## config.mk

```make
export PLATFORM = sky130hd
export DESIGN_NAME = queue_access_ctrl
export DESIGN_NICKNAME = d
export VERILOG_FILES = /design/src/rtl/queue_ctrl_pkg.sv /design/src/rtl/rr_pick.sv /design/src/rtl/queue_access_ctrl.sv
export SDC_FILE = /design/constraint.sdc
export NUM_CORES = 1
export LEC_CHECK = 0
export ABC_AREA = 1
export CAP_MARGIN = 0
export CELL_PAD_IN_SITES_DETAIL_PLACEMENT = 1
export CELL_PAD_IN_SITES_GLOBAL_PLACEMENT = 2
export CORE_ASPECT_RATIO = 0.8
export CORE_MARGIN = 5
export CORE_UTILIZATION = 23
export CTS_CLUSTER_SIZE = 24
export DETAILED_ROUTE_END_ITERATION = 12
export PLACE_DENSITY = 0.88
export SYNTH_ARGS = -nofsm -noshare
export SYNTH_HDL_FRONTEND = slang
export SYNTH_SLANG_ARGS = --single-unit
```

## constraint.sdc

```tcl
create_clock -name clk -period 1.92 [get_ports clk]
set_input_delay 0.384 -clock clk [delete_from_list [all_inputs] [get_ports clk]]
set_output_delay 0.384 -clock clk [all_outputs]
set_load 0.1 [all_outputs]
```

## src/rtl/queue_ctrl_pkg.sv

```systemverilog
// Shared types and constants for the special-queue access controller.
//  state_e : controller FSM states (idle, push issue, pop issue, settle)
//  DATA_W  : queue entry width
//  SEL_W   : queue read-select width
package queue_ctrl_pkg;

  localparam int unsigned DATA_W = 6;
  localparam int unsigned SEL_W  = 4;

  typedef enum logic [1:0] {
    StIdle,
    StPush,
    StPop,
    StSettle
  } state_e;

endpackage

```

## src/rtl/rr_pick.sv

```systemverilog
// Combinational round-robin picker.
// Searches req upward from rr_ptr, wrapping modulo NUM_REQ, and reports the
// first asserted requester.
//  req       in   NUM_REQ  request vector
//  rr_ptr    in   PTR_W    index to start the search from
//  winner    out  NUM_REQ  one-hot winner (zero when nothing requested)
//  win_idx   out  PTR_W    winner index
//  win_valid out  1        at least one request asserted
module rr_pick #(
  parameter int unsigned NUM_REQ = 3,
  parameter int unsigned PTR_W   = $clog2(NUM_REQ)
) (
  input  logic [NUM_REQ-1:0] req,
  input  logic [PTR_W-1:0]   rr_ptr,
  output logic [NUM_REQ-1:0] winner,
  output logic [PTR_W-1:0]   win_idx,
  output logic               win_valid
);

  logic [PTR_W:0]   sum;
  logic [PTR_W-1:0] cand;

  always_comb begin
    winner    = '0;
    win_idx   = '0;
    win_valid = 1'b0;
    sum       = '0;
    cand      = '0;
    for (int unsigned k = 0; k < NUM_REQ; k++) begin
      // rr_ptr < NUM_REQ, so one conditional subtract implements the wrap.
      sum = {1'b0, rr_ptr} + (PTR_W+1)'(k);
      if (sum >= (PTR_W+1)'(NUM_REQ)) begin
        sum = sum - (PTR_W+1)'(NUM_REQ);
      end
      cand = sum[PTR_W-1:0];
      if (!win_valid && req[cand]) begin
        win_valid    = 1'b1;
        win_idx      = cand;
        winner[cand] = 1'b1;
      end
    end
  end

endmodule

```

## src/rtl/queue_access_ctrl.sv

```systemverilog
// Sequencer/arbiter in front of the special queue. Round-robin shares the
// push side among NUM_REQ producers and serves one consumer's pops. Every
// operation is followed by a settle cycle so the queue flags are valid at the
// next idle decision. All outputs are registered.
//  clk        in   clock, rising edge
//  rst_n      in   synchronous reset, active HIGH (legacy name)
//  req        in   per-producer push request, held until granted
//  req_data   in   producer i data at [i*DATA_W +: DATA_W]
//  gnt        out  one-hot pulse: producer pushed this cycle
//  rd_req     in   consumer pop request, held until rd_ack
//  rd_sel_in  in   consumer read select, captured at the pop decision
//  rd_ack     out  pulse: pop issued this cycle
//  q_push     out  queue push
//  q_pop      out  queue pop
//  q_data_in  out  queue write data
//  q_rd_sel   out  queue read select, holds between pops
//  q_full     in   queue full flag
//  q_empty    in   queue empty flag
//  busy       out  controller in push/pop/settle
module queue_access_ctrl #(
  parameter int unsigned NUM_REQ = 3,
  parameter int unsigned DATA_W  = queue_ctrl_pkg::DATA_W,
  parameter int unsigned SEL_W   = queue_ctrl_pkg::SEL_W
) (
  input  logic                      clk,
  input  logic                      rst_n,
  input  logic [NUM_REQ-1:0]        req,
  input  logic [NUM_REQ*DATA_W-1:0] req_data,
  output logic [NUM_REQ-1:0]        gnt,
  input  logic                      rd_req,
  input  logic [SEL_W-1:0]          rd_sel_in,
  output logic                      rd_ack,
  output logic                      q_push,
  output logic                      q_pop,
  output logic [DATA_W-1:0]         q_data_in,
  output logic [SEL_W-1:0]          q_rd_sel,
  input  logic                      q_full,
  input  logic                      q_empty,
  output logic                      busy
);

  import queue_ctrl_pkg::*;

  localparam int unsigned PTR_W = $clog2(NUM_REQ);

  state_e               state_q, state_d;
  logic [PTR_W-1:0]     rr_ptr_q, rr_ptr_d;
  logic                 prefer_pop_q, prefer_pop_d;
  logic [NUM_REQ-1:0]   gnt_q, gnt_d;
  logic                 rd_ack_q, rd_ack_d;
  logic                 q_push_q, q_push_d;
  logic                 q_pop_q, q_pop_d;
  logic [DATA_W-1:0]    q_data_in_q, q_data_in_d;
  logic [SEL_W-1:0]     q_rd_sel_q, q_rd_sel_d;
  logic                 busy_q, busy_d;

  logic [NUM_REQ-1:0]   win_onehot;
  logic [PTR_W-1:0]     win_idx;
  logic                 win_valid;
  logic                 push_ok, pop_ok;

  rr_pick #(
    .NUM_REQ (NUM_REQ),
    .PTR_W   (PTR_W)
  ) u_rr_pick (
    .req       (req),
    .rr_ptr    (rr_ptr_q),
    .winner    (win_onehot),
    .win_idx   (win_idx),
    .win_valid (win_valid)
  );

  assign push_ok = win_valid && !q_full;
  assign pop_ok  = rd_req && !q_empty;

  always_comb begin
    state_d      = state_q;
    rr_ptr_d     = rr_ptr_q;
    prefer_pop_d = prefer_pop_q;
    gnt_d        = '0;
    rd_ack_d     = 1'b0;
    q_push_d     = 1'b0;
    q_pop_d      = 1'b0;
    q_data_in_d  = q_data_in_q;
    q_rd_sel_d   = q_rd_sel_q;
    unique case (state_q)
      StIdle: begin
        // On contention prefer_pop alternates service between the two sides.
        if (push_ok && !(pop_ok && prefer_pop_q)) begin
          state_d      = StPush;
          q_push_d     = 1'b1;
          gnt_d        = win_onehot;
          q_data_in_d  = req_data[win_idx*DATA_W +: DATA_W];
          rr_ptr_d     = (win_idx == PTR_W'(NUM_REQ - 1)) ? '0 : win_idx + PTR_W'(1);
          prefer_pop_d = 1'b1;
        end else if (pop_ok) begin
          state_d      = StPop;
          q_pop_d      = 1'b1;
          rd_ack_d     = 1'b1;
          q_rd_sel_d   = rd_sel_in;
          prefer_pop_d = 1'b0;
        end
      end
      StPush:   state_d = StSettle;
      StPop:    state_d = StSettle;
      StSettle: state_d = StIdle;
      default:  state_d = StIdle;
    endcase
    busy_d = (state_d != StIdle);
  end

  always_ff @(posedge clk) begin
    if (rst_n) begin
      state_q      <= StIdle;
      rr_ptr_q     <= '0;
      prefer_pop_q <= 1'b1;
      gnt_q        <= '0;
      rd_ack_q     <= 1'b0;
      q_push_q     <= 1'b0;
      q_pop_q      <= 1'b0;
      q_data_in_q  <= '0;
      q_rd_sel_q   <= '0;
      busy_q       <= 1'b0;
    end else begin
      state_q      <= state_d;
      rr_ptr_q     <= rr_ptr_d;
      prefer_pop_q <= prefer_pop_d;
      gnt_q        <= gnt_d;
      rd_ack_q     <= rd_ack_d;
      q_push_q     <= q_push_d;
      q_pop_q      <= q_pop_d;
      q_data_in_q  <= q_data_in_d;
      q_rd_sel_q   <= q_rd_sel_d;
      busy_q       <= busy_d;
    end
  end

  assign gnt       = gnt_q;
  assign rd_ack    = rd_ack_q;
  assign q_push    = q_push_q;
  assign q_pop     = q_pop_q;
  assign q_data_in = q_data_in_q;
  assign q_rd_sel  = q_rd_sel_q;
  assign busy      = busy_q;

endmodule

```

### Yosys cells after proc, flatten, opt, wreduce, memory -nomap -nowiden

Index checks and enable logic that the tools add are counted.

* output and inout port bits: 17
* memories kept: 0
* memory bits (writable): 0
* bits in latches: 0
* bits in read-only memories: 0
* register bits: 21

* shifts and indexed selects: 1
* equal/unequal tests: 4
* add/sub/neg operators: 6
* bitwise gates (word level): 4
* div/mod/pow operators: 0
* muxes and demuxes: 32
* $mul: 1
* reductions and logical operators: 24
* magnitude comparators: 9

Operator list (number)
* 2-to-1 mux 2 bit: 9
* indexed part select 18 x 6 -> 6 bit: 1
* 2-to-1 mux 1 bit: 13
* logical AND 1 bit: 9
* < comparator 2 x 3 -> 1 bit, second input constant: 3
* 2-to-1 mux 3 bit: 3
* binary-select mux 1 bit (select 2 bit): 3
* demux 1 bit (select 2 bit): 3
* equality test 2 bit, second input constant: 3
* >= comparator 2 x 1 -> 1 bit, second input constant: 3
* >= comparator 3 x 2 -> 1 bit, second input constant: 2
* bitwise OR 3 bit: 2
* one-hot mux 2 bit (3 select lines): 1
* OR reduction 3 bit: 2
* subtractor 2 bit, second input constant: 3
* logical NOT 1 bit: 5
* multiplier 2 x 2 -> 4 bit, second input constant: 1
* AND reduction 2 bit: 2
* nonzero test 2 bit: 2
* OR reduction 2 bit: 2
* adder 2 x 1 -> 3 bit, second input constant: 1
* adder 2 x 2 -> 3 bit, second input constant: 1
* AND reduction 3 bit: 1
* adder 2 x 1 -> 2 bit, second input constant: 1
* other kinds (4): 5

### Logic depth before layout (Yosys ltp)

Gate-level depths: netlist of run 1.

* word-level depth: 16
* mapped depth: 15
* mapped depth without buffers: 15

### Cells and area by module

From an unflattened synthesis of run 1, not the netlist that was laid out.

* cells, all modules: 220
* area total of the unflattened synthesis: 1381.3 um^2

Modules (own cells, without submodules)
* queue_access_ctrl: times used 1, cells an instance 156, seq. area each 420.4 um^2, area each 1048.5 um^2
* rr_pick: times used 1, cells an instance 64, seq. area each 0.0 um^2, area each 332.8 um^2

### Worst setup path before layout of run 1

OpenSTA, ideal clock, no wires.

* kind: register to register
* start: reg rr_ptr_q[0]
* end: reg q_rd_sel_q[0], in the netlist q_rd_sel[0]
* period minus slack after synthesis: 1.782 ns
* cell stages (with the launch flop): 11
* setup time: 0.120 ns
* data arrival time: 1.662 ns
* slack: 0.138 ns
* buffers on the path: 0
* path through: dfxtp_1 -> inv_1 -> ha_1 -> nand3_1 -> inv_2 -> a21oi_4 -> nand3b_4 -> nand2_1 -> nand3_2 -> nand2_1 -> a21oi_1

* word-level cells in the longest chain between the ends: 15

Ends and longest elaborated chain
* start, declared: RTL line queue_access_ctrl.sv:47 `logic [PTR_W-1:0] rr_ptr_q, rr_ptr_d;`
* start signal, assigned: RTL line queue_access_ctrl.sv:126 `rr_ptr_q <= rr_ptr_d;`
* parallel branches: the longest is 10 deep, another holds adder 2 x 1 -> 3 bit
* 2-to-1 mux 1 bit (*): RTL line rr_pick.sv:36 `if (!win_valid && req[cand]) begin`
* logical AND 1 bit (*): RTL line queue_access_ctrl.sv:73 `assign push_ok = win_valid && !q_full;`
* logical AND 1 bit (*): RTL line queue_access_ctrl.sv:89 `if (push_ok && !(pop_ok && prefer_pop_q)) begin`
* NOT 1 bit (no line) (*)
* AND reduction 3 bit (no line) (*)
* end signal, assigned: RTL line queue_access_ctrl.sv:133 `q_rd_sel_q <= q_rd_sel_d;`
* end, declared: RTL line queue_access_ctrl.sv:54 `logic [SEL_W-1:0] q_rd_sel_q, q_rd_sel_d;`

Every way passes the cells marked *. The select of a mux whose other input is x is not followed.
A chain may end at the register's enable or synchronous reset.

### Worst setup path after layout of run 1

* start: reg rr_ptr_q[0]
* end: reg q_data_in_q[3], in the netlist q_data_in[3]

* word-level cells in the longest chain between the ends: 14

Ends and longest elaborated chain
* parallel branches: the longest is 14 deep, another holds multiplier 2 x 2 -> 4 bit
* end signal, assigned: RTL line queue_access_ctrl.sv:132 `q_data_in_q <= q_data_in_d;`
* end, declared: RTL line queue_access_ctrl.sv:53 `logic [DATA_W-1:0] q_data_in_q, q_data_in_d;`

Parallel ways; which one is timed is not known. The select of a mux whose other input is x is not followed.

==> results of run 1 <==
[final cells by class]
cell class | count | area, µm²
Timing Repair Buffer | 66 | 588.1
Inverter | 31 | 118.9
Tap cell | 65 | 81.33
Fill cell | 681 | 3376
Sequential cell | 21 | 425.4
Multi-Input combinational cell | 130 | 770.7
Clock buffer | 4 | 45.04
[path summary, 6_finish.rpt]
check,start,to,cells past startpoint,slack [ns]
max,rr_ptr_q[0],q_data_in[3],10,0.06
min,q_rd_sel[0],q_rd_sel[0],2,0.46
max reg2reg,rr_ptr_q[0],q_data_in[3],10,0.06
min reg2reg,q_rd_sel[0],q_rd_sel[0],2,0.46
[Yosys cell counts]
cell type,number,area (µm²)
sky130_fd_sc_hd__a21oi_1,17,85.08
sky130_fd_sc_hd__a21oi_4,1,16.27
sky130_fd_sc_hd__a31oi_1,2,12.51
sky130_fd_sc_hd__buf_2,1,5.000
sky130_fd_sc_hd__buf_4,1,7.510
sky130_fd_sc_hd__buf_8,1,15.01
sky130_fd_sc_hd__clkbuf_4,1,7.510
sky130_fd_sc_hd__dfxtp_1,21,420.4
sky130_fd_sc_hd__ha_1,5,62.56
sky130_fd_sc_hd__inv_1,23,86.33
sky130_fd_sc_hd__inv_2,8,30.03
sky130_fd_sc_hd__nand2_1,68,255.2
sky130_fd_sc_hd__nand2_2,5,31.28
sky130_fd_sc_hd__nand2_4,1,11.26
sky130_fd_sc_hd__nand3_1,11,55.05
sky130_fd_sc_hd__nand3_2,1,10.01
sky130_fd_sc_hd__nand3_4,1,17.52
sky130_fd_sc_hd__nand3b_1,1,7.510
sky130_fd_sc_hd__nand3b_4,1,20.02
sky130_fd_sc_hd__nand4_1,6,37.54
sky130_fd_sc_hd__nand4_4,1,21.27
sky130_fd_sc_hd__nor2_1,3,11.26
sky130_fd_sc_hd__o211ai_1,2,15.01
sky130_fd_sc_hd__o21ai_1,2,10.01
sky130_fd_sc_hd__o21ai_2,1,8.760
sky130_fd_sc_hd__or2_2,1,6.260
[registers in the layout, indices dropped and copies added, names as in the netlist]
name	cells
busy	1
gnt	3
prefer_pop_q	1
q_data_in	6
q_pop	1
q_push	1
q_rd_sel	4
rr_ptr_q	2
state_q	2
[logic make-up (layout without fill, tap and decap cells)]
family,count (synthesis),in the layout,synth area share
flip-flops,21,21,0.3320
AND/OR/NAND/NOR,100,100,0.3824
AO/OA/AOI/OAI,25,25,0.1166
adder cells (fa/ha/maj),5,5,0.04941
buffers and inverters,35,101,0.1196
[layer usage]
metal | up-vias | GRT usage | wire length, µm
li1 | 722 | - | -
met1 | 630 | 0.1543 | 1958
met2 | 37 | 0.1733 | 1761
met3 | 2 | 0.03258 | 260
met4 | 0 | 0.01318 | 19
met5 | - | 0 | 0
[stage by stage]
stage / hold slack (ns) / util / setup slack [ns] / std cells
3_5_place_dp: 0.4554 / 0.3424 / -0.1737 / 309
2_1_floorplan: 0.4440 / - / 0.1379 / 186
6_report: 0.4641 / 0.3755 / 0.06329 / 317
3_3_place_gp: 0.4510 / 0.3424 / -0.1290 / 309
5_1_grt: 0.4937 / 0.3755 / -0.02115 / 317
4_1_cts: 0.4672 / 0.3611 / 0.006639 / 316
[worst max-delay path, stage by stage (launching register included)]
cell	delay (ns)
sky130_fd_sc_hd__dfxtp_2	0.33
sky130_fd_sc_hd__buf_6	0.12
sky130_fd_sc_hd__ha_4	0.17
sky130_fd_sc_hd__nand2_1	0.14
sky130_fd_sc_hd__nand2_4	0.08
sky130_fd_sc_hd__a21oi_4	0.26
sky130_fd_sc_hd__nand4_1	0.22
sky130_fd_sc_hd__nand2_2	0.22
sky130_fd_sc_hd__inv_4	0.08
sky130_fd_sc_hd__nand2_1	0.07
sky130_fd_sc_hd__a21oi_1	0.06
[what timing repair did]
item	4_1_cts	5_1_grt
gates resized for setup	4	16
buffers inserted	3	1
setup endpoints to repair	7	19
pin swaps	4	6
[power by group]
| part | internal, mW | leakage (nW) | switching [mW] |
|---|---|---|---|
| logic | 0.788 | 0.799 | 1.60 |
| registers | 0.557 | 0.173 | 0.0651 |
| clock network | 0.148 | 0.0228 | 0.144 |
==> flow_results.org, run 1 <==
** Worst setup path
- Critical Path Fanout Max :: 7
- By startpoint and endpoint, the worst setup path is classified as reg -> reg.
- STA puts the critical path data arrival time at 2.01 ns.
- STA classifies the critical path startpoint as a flip-flop.
- Worst EP required :: 2.08 ns
- STA classifies the critical path endpoint as a flip-flop.

** CTS
- Number of sinks handled by clock tree synthesis :: 21
- The clock reaches the later pin of the worst-skew pair after 0.26 ns.
- CTS tree :: yes
- CTS built an H-tree with a depth of 1.
- CTS buffer count :: 3
- After clock tree synthesis, the clock-pin slew on the worst setup and hold paths is 0.07 ns.
- Buffer cell driving the clock tree root :: sky130_fd_sc_hd__clkbuf_8
- Counting along the longest clock path gives a buffer depth of 2.
- In this run, post-CTS hold repair placed 0 buffers.

** GRT
- First-pass GRT wire length :: 6.465 mm
- In the global route stage, overall resource usage came out at 0.1106.
- Number of antenna violations at the first check in global routing :: 0
- For this run the aggregate overflow at the end of global routing stands at 0.
- Entering global routing, the biggest net connects 12 pins.
- The via count of the first global-routing pass came to 1372.

** Timing
- For the final routed database, the setup TNS stands at 0 ns.
- In the finished design, the share of the clock period the worst path needs comes to 0.9670.
- Count of endpoints failing setup in the final report :: 0
- In this run the tightest slew margin relative to its limit is 0.7396.
- At the pin with the least slew margin, the transition time is 0.3906 ns.
- Derived from the worst setup path, the maximum achievable clock frequency is 538.6 MHz.
- Final Max Slew Viols :: 0
- Clk_skew :: 0.002823 ns
- Period minus WS final :: 1.857 ns
- The number of failing hold endpoints at the final stage was 0.

** Floorplanning
- For this design the top-level I/O count stands at 47.
- Die area :: 0.007099 mm²
- The die is 92.96 µm wide.
- The core region is 0.005405 mm².
- From bottom edge to top edge, the die measures 76.37 µm.
- The floorplan has 24 rows.
- Initial core utilization :: 0.2343

** Route
- The count of nets left with antenna violations once routing finished came out at 0.
- Number of DRC markers in iteration 0 :: 23
- The routed layout has 1391 vias.
- Final Routed Wirelength :: 4.000 mm
- In the routed design, unresolved DRC markers number 0.
- Dividing the detail-routed wire length by the instance count gives 12.62 µm.
- Detailed-router iteration count before antenna repair :: 4
- Avg Vias per Cell :: 4.388

** Layout
- Finished layout cell area :: 0.002029 mm²
- The repair_antennas step left the layout with diodes totalling 0.
- Final net count :: 288
- Area added between synthesis and finish :: 60.28%
- Most used cells in the layout excluding fill and tap cells :: 65 x sky130_fd_sc_hd__nand2_1, 34 x sky130_fd_sc_hd__buf_4, 29 x sky130_fd_sc_hd__clkdlybuf4s50_1, 22 x sky130_fd_sc_hd__inv_1, 19 x sky130_fd_sc_hd__dfxtp_1
- In the final layout, the share of cells above drive strength 1 is 0.2897.
- Most frequent standard cell in the layout excluding fill and tap cells :: sky130_fd_sc_hd__nand2_1

** Yosys
- Average instance area after synthesis :: 6.808 µm²
- Synthesized instance count :: 186
- The number of different library cells used by synthesis comes to 26.
- Portion of the post-synthesis area used by sequential elements :: 0.3320
- Synth warnings :: 0
- Number of synthesized register bits :: 21
- In this run the cell area of the synthesized design comes to 0.001266 mm².
- Counting every net in the synthesized netlist gives 221.

** Power
- Power density relative to cell area :: 1625 mW/mm²
- Post-route total power :: 3.297 mW
- The analysis attributes to cell leakage a power of 0.9947 nW.
- Worst voltage drop across the vdd grid :: 642.8 µV

** Placement
- After detailed placement, the total cell area comes to 0.001851 mm².
- In this run the tool buffered the top-level ports with 46 buffer cells.
- At the end of routability-driven placement, the weighted congestion stood at 0.7895.
- Detailed placement finished with a half-perimeter wire length of 3.253 mm.

** Flow run
- Max-cap violations in this run came to 0.

** Hold path
- The path class of the tightest hold or removal check is reg -> reg.

** Run status
- The run finished with clean final reports.
No activity file was read; power rests on OpenSTA's default activity.
==> run 2: changes to the inputs <==
--- a/config.mk
+++ b/config.mk
@@ -5,16 +5,17 @@
 export SDC_FILE = /design/constraint.sdc
 export NUM_CORES = 1
 export LEC_CHECK = 0
-export ABC_AREA = 1
+export ABC_AREA = 0
 export CAP_MARGIN = 0
 export CELL_PAD_IN_SITES_DETAIL_PLACEMENT = 1
 export CELL_PAD_IN_SITES_GLOBAL_PLACEMENT = 2
 export CORE_ASPECT_RATIO = 0.8
 export CORE_MARGIN = 5
-export CORE_UTILIZATION = 23
+export CORE_UTILIZATION = 26
 export CTS_CLUSTER_SIZE = 24
 export DETAILED_ROUTE_END_ITERATION = 12
-export PLACE_DENSITY = 0.88
+export PLACE_DENSITY = 0.91
+export REMOVE_ABC_BUFFERS = 1
 export SYNTH_ARGS = -nofsm -noshare
 export SYNTH_HDL_FRONTEND = slang
 export SYNTH_SLANG_ARGS = --single-unit
==> constraint.sdc (replaced) <==
create_clock -name clk -period 2.2 [get_ports clk]
set_input_delay 0.44 -clock clk [delete_from_list [all_inputs] [get_ports clk]]
set_output_delay 0.44 -clock clk [all_outputs]
set_load 0.1 [all_outputs]
==> flow_results.org, run 2 <==
** Timing
- The relative max-transition margin was 0.6911 (was 0.7396).
- Final worst slack :: 0.08276 ns (was 0.06329 ns)
- Clk_skew :: 0.004647 ns (was 0.002823 ns)
- Count of endpoints failing setup in the final report :: 0 (unchanged)
- Achievable frequency :: 472.3 MHz
- Period minus WS final :: 2.117 ns
- Final worst path period share :: 0.9624
- Setup TNS :: 0 ns (unchanged)
- Final hold viol count :: 0 (unchanged)
- WHS :: 0.5065 ns (was 0.4641 ns)
- Setup repair after global routing left no endpoint under its margin.
- Actual transition at the worst max-transition pin :: 0.4618 ns (was 0.3906 ns)
- Final Max Slew Viols :: 0 (unchanged)

** Yosys
- The synthesized-area fraction occupied by ao, oa, aoi and oai cells was 0.2672 (was 0.1166).
- The top cell type by total area after synthesis is sky130_fd_sc_hd__dfxtp_1 (unchanged).
- Synthesized instance count :: 131 (was 186)
- Most area-consuming cells after synthesis :: sky130_fd_sc_hd__dfxtp_1 35%, sky130_fd_sc_hd__ha_1 5.2%, sky130_fd_sc_hd__a311oi_2 5.0% (was sky130_fd_sc_hd__dfxtp_1 33%, sky130_fd_sc_hd__nand2_1 20%, sky130_fd_sc_hd__inv_1 6.8%)
- The average size of a mapped cell is 9.188 µm² (was 6.808 µm²).
- The share of the yosys chip area belonging to registers came to 0.3493 (was 0.3320).
- EDFF count, synth :: 0 (unchanged)
- The predominant post-synthesis flop cell is sky130_fd_sc_hd__dfxtp_1 (unchanged).
- The fraction of synthesized cell area taken by the top area cell type is 0.3493 (was 0.3320).
- The area share of and/or/nand/nor cells after synthesis is 0.2037 (was 0.3824).
- The post-synthesis xor/xnor area fraction came to 0 (unchanged).
- The count of distinct cell types in the synthesized netlist was 40 (was 26).
- The share of async-settable or async-resettable flops after synthesis came to 0 (unchanged).
- The number of synthesized register bits is 21 (unchanged).
- Cell with the most instances after synthesis :: sky130_fd_sc_hd__dfxtp_1 (was sky130_fd_sc_hd__nand2_1)
- The post-synthesis instance area is 0.001204 mm² (was 0.001266 mm²).
- Synth warnings :: 0 (unchanged)
- The post-synthesis adder-cell area fraction came to 0.05198 (was 0.04941).
- Leading post-synthesis cells by instance count: 21 x sky130_fd_sc_hd__dfxtp_1, 10 x sky130_fd_sc_hd__nand2_1, 9 x sky130_fd_sc_hd__nor2b_1 (was 68 x sky130_fd_sc_hd__nand2_1, 23 x sky130_fd_sc_hd__inv_1, 21 x sky130_fd_sc_hd__dfxtp_1).
- The main combinational cell family by area after synthesis is compound AO/OA/AOI/OAI gates (was simple AND/OR/NAND/NOR gates).
- The multiplexer area fraction after synthesis is 0.06549 (was 0).

** CTS
- The CTS tree is yes (unchanged).
- CTS buffer count :: 3 (unchanged)
- The worst-skew pair later-pin latency is 0.26 ns (about the same).
- The CTS clock-pin slew for the worst setup and hold paths came to 0.08 ns (was 0.07 ns).
- The post-cts resize count is 4 (unchanged).
- The clock sink count came to 21 (unchanged).
- The post-cts hold buffer count is 0 (unchanged).
- Buffer cell driving the clock tree root :: sky130_fd_sc_hd__clkbuf_8 (unchanged)
- The number of levels the H-tree was split into was 1 (unchanged).
- Maximum clock insertion buffer count :: 2 (unchanged)
- The number of setup buffers added after CTS is 0 (was 3).

** Floorplanning
- Number of top-level design ports :: 47 (unchanged)
- Die area :: 0.006098 mm² (was 0.007099 mm²)
- Site row count :: 22 (was 24)
- The standard cell core area is 0.004542 mm² (was 0.005405 mm²).
- Die outline height :: 70.86 µm (was 76.37 µm)
- Initial core utilization :: 0.2650 (was 0.2343)
- The die width came to 86.07 µm (was 92.96 µm).

** Power
- Internal portion of total power :: 1.305 mW (was 1.493 mW)
- Share of power burned in registers :: 0.207 (was 0.189)
- The part of the power in the clock network came to 0.092 (was 0.089).
- The power density over the cells is 1461 mW/mm² (was 1625 mW/mm²).
- The fraction of power consumed by combinational cells was 0.701 (was 0.723).
- The worst ir drop on vdd is 774.8 µV (was 642.8 µV).
- Post-route total power :: 2.748 mW (was 3.297 mW)
- Switching share of total power :: 0.5252 (was 0.5472)
- The cell leakage power is 0.7432 nW (was 0.9947 nW).
- The net switching power of the design was 1.444 mW (was 1.804 mW).

** GRT
- Pin count of the biggest net entering global routing :: 24 (was 12)
- First-pass GRT wire length :: 6.272 mm (was 6.465 mm)
- The initial antenna violation count was 0 (unchanged).
- The final global-route overflow total was 0 (unchanged).
- Global routing usage summed across all routing layers :: 0.1271 (was 0.1106)
- Via count of the first global-routing pass :: 1360 (was 1372)

** Worst setup path
- The largest fanout of any net on the critical path was 23 (was 7).
- Setup crit start :: req[0] (was rr_ptr_q[0])
- Worst EP required :: 2.38 ns (was 2.08 ns)
- Worst R2R Start :: rr_ptr_q[0] (unchanged)
- Sort of element at the start of the critical path :: input port (was flip-flop)
- The worst endpoint data arrival time is 2.29 ns (was 2.01 ns).
- Category of the worst setup path capture point :: flip-flop (unchanged)
- The classification of the worst setup path is in -> reg (was reg -> reg).

** Route
- Count of nets left with antenna violations after detail routing :: 0 (unchanged)
- Detailed-router iteration count before antenna repair :: 3 (was 4)
- Final Routed Wirelength :: 3.761 mm (was 4.000 mm)
- The overall via count from detail_route came to 1199 (was 1391).
- Number of DRC markers in iteration 0 :: 24 (was 23)
- Post-DR wirelength/cell :: 15.17 µm (was 12.62 µm)
- The average vias per placed instance came to 4.835 (was 4.388).
- Number of design rule violations left after detail routing :: 0 (unchanged)

** Placement
- Placed Cells incl. Taps :: 244 (was 309)
- The detailed-placement wirelength estimate came to 3.017 mm (was 3.253 mm).
- The setup slack at placement is -0.2933 ns (was -0.1737 ns).
- The instance area at placement is 0.001769 mm² (was 0.001851 mm²).
- Buffers on Ports :: 46 (unchanged)
- Routability congestion estimate from global placement :: 0.8107 (was 0.7895)

** Layout
- Final net count :: 224 (was 288)
- Most used cells in the layout excluding fill and tap cells: 30 x sky130_fd_sc_hd__buf_4, 29 x sky130_fd_sc_hd__clkdlybuf4s50_1, 19 x sky130_fd_sc_hd__dfxtp_1, 10 x sky130_fd_sc_hd__nand2_1, 9 x sky130_fd_sc_hd__nor2b_1 (was 65 x sky130_fd_sc_hd__nand2_1, 34 x sky130_fd_sc_hd__buf_4, 29 x sky130_fd_sc_hd__clkdlybuf4s50_1, 22 x sky130_fd_sc_hd__inv_1, 19 x sky130_fd_sc_hd__dfxtp_1).
- The area of all placed cells without fillers is 0.001881 mm² (was 0.002029 mm²).
- The total of fill cells in the finished design came to 524 (was 681).
- The final cell utilization of the core is 0.4141 (was 0.3755).
- The post-synthesis to final-layout area growth was 56.24% (was 60.28%).
- The number of diodes added for antenna fixing is 0 (unchanged).
- The flip-flop count of the largest register, all copies and words added was 6 (unchanged).
- The share of final-layout standard cells stronger than drive strength 1 came to 0.2872 (was 0.2897).
- The final instance count without filler cells was 248 (was 317).
- Most frequent standard cell in the layout excluding fill and tap cells :: sky130_fd_sc_hd__buf_4 (was sky130_fd_sc_hd__nand2_1)

** Hold path
- The classification of the worst-slack hold path is reg -> reg (unchanged).
- Min-Delay Startpoint :: q_rd_sel[2] (was q_rd_sel[0])

** Flow run
- The max-cap check violation count came to 0 (unchanged).

** Run status
- Result of the run: completed (unchanged).
[run 2: cell count changes in the layout (fill, tap and decap cells not counted), moves of 4 or more]
| cell | before | now |
|---|---|---|
| sky130_fd_sc_hd__nand2_1 | 65 | 10 |
| sky130_fd_sc_hd__inv_1 | 22 | 7 |
| sky130_fd_sc_hd__a21oi_1 | 17 | 8 |
| sky130_fd_sc_hd__nor2b_1 | 0 | 9 |
| sky130_fd_sc_hd__inv_2 | 8 | 1 |
| sky130_fd_sc_hd__nand4_1 | 6 | 0 |
| sky130_fd_sc_hd__nand2_2 | 5 | 0 |
| sky130_fd_sc_hd__nor2_1 | 3 | 8 |
| sky130_fd_sc_hd__a311oi_2 | 0 | 4 |
| sky130_fd_sc_hd__buf_4 | 34 | 30 |
| sky130_fd_sc_hd__mux2i_1 | 0 | 4 |
| sky130_fd_sc_hd__nand2_4 | 4 | 0 |
[run 2: logic make-up after synthesis]
kind of cell,count (synthesis)
AND/OR/NAND/NOR,47
AO/OA/AOI/OAI,36
flip-flops,21
buffers and inverters,15
multiplexers,7
adder cells (fa/ha/maj),5
[run 2: path summary, 6_finish.rpt]
path / end / slack [ns] / cells after the start
max reg2reg: q_data_in[5] / 0.11 / 8
min reg2reg: q_rd_sel[2] / 0.51 / 2
min: q_rd_sel[2] / 0.51 / 2
max: q_data_in[5] / 0.08 / 7
[run 2: power groups by stage]
stage	logic, mW	registers (mW)	clock network, mW
floorplan	0.738	1.13	0
global placement	1.79	0.560	0
detailed placement	1.85	0.565	0
CTS	1.88	0.559	0.263
global route	2.05	0.584	0.279
finish	1.93	0.569	0.253
[run 2: layout make-up]
cell class,count,area [µm²],share of cell area
timing repair buffer,60,535.5,0.2848
sequential,21,422.9,0.2249
clock inverter,1,5.005,0.002661
multi-input combinational,95,770.7,0.4098
tap,60,75.07,0.03992
clock buffer,3,41.29,0.02196
inverter,8,30.03,0.01597
[run 2: worst max-delay path: stages]
cell and delay [ns]:
sky130_fd_sc_hd__clkdlybuf4s50_1 0.50, sky130_fd_sc_hd__mux2_4 0.33, sky130_fd_sc_hd__a21bo_4 0.25, sky130_fd_sc_hd__o311ai_4 0.26, sky130_fd_sc_hd__buf_12 0.19, sky130_fd_sc_hd__a21oi_1 0.06, sky130_fd_sc_hd__a311oi_2 0.26
[run 2: per-layer routing]
layer | track usage | share of wire | vias to the layer above
met5 | 0 | 0 | -
met2 | 0.2241 | 0.49 | 36
met1 | 0.1499 | 0.44 | 577
met3 | 0.04307 | 0.064 | 2
li1 | - | - | 584
met4 | 0.02460 | 0.0045 | 0
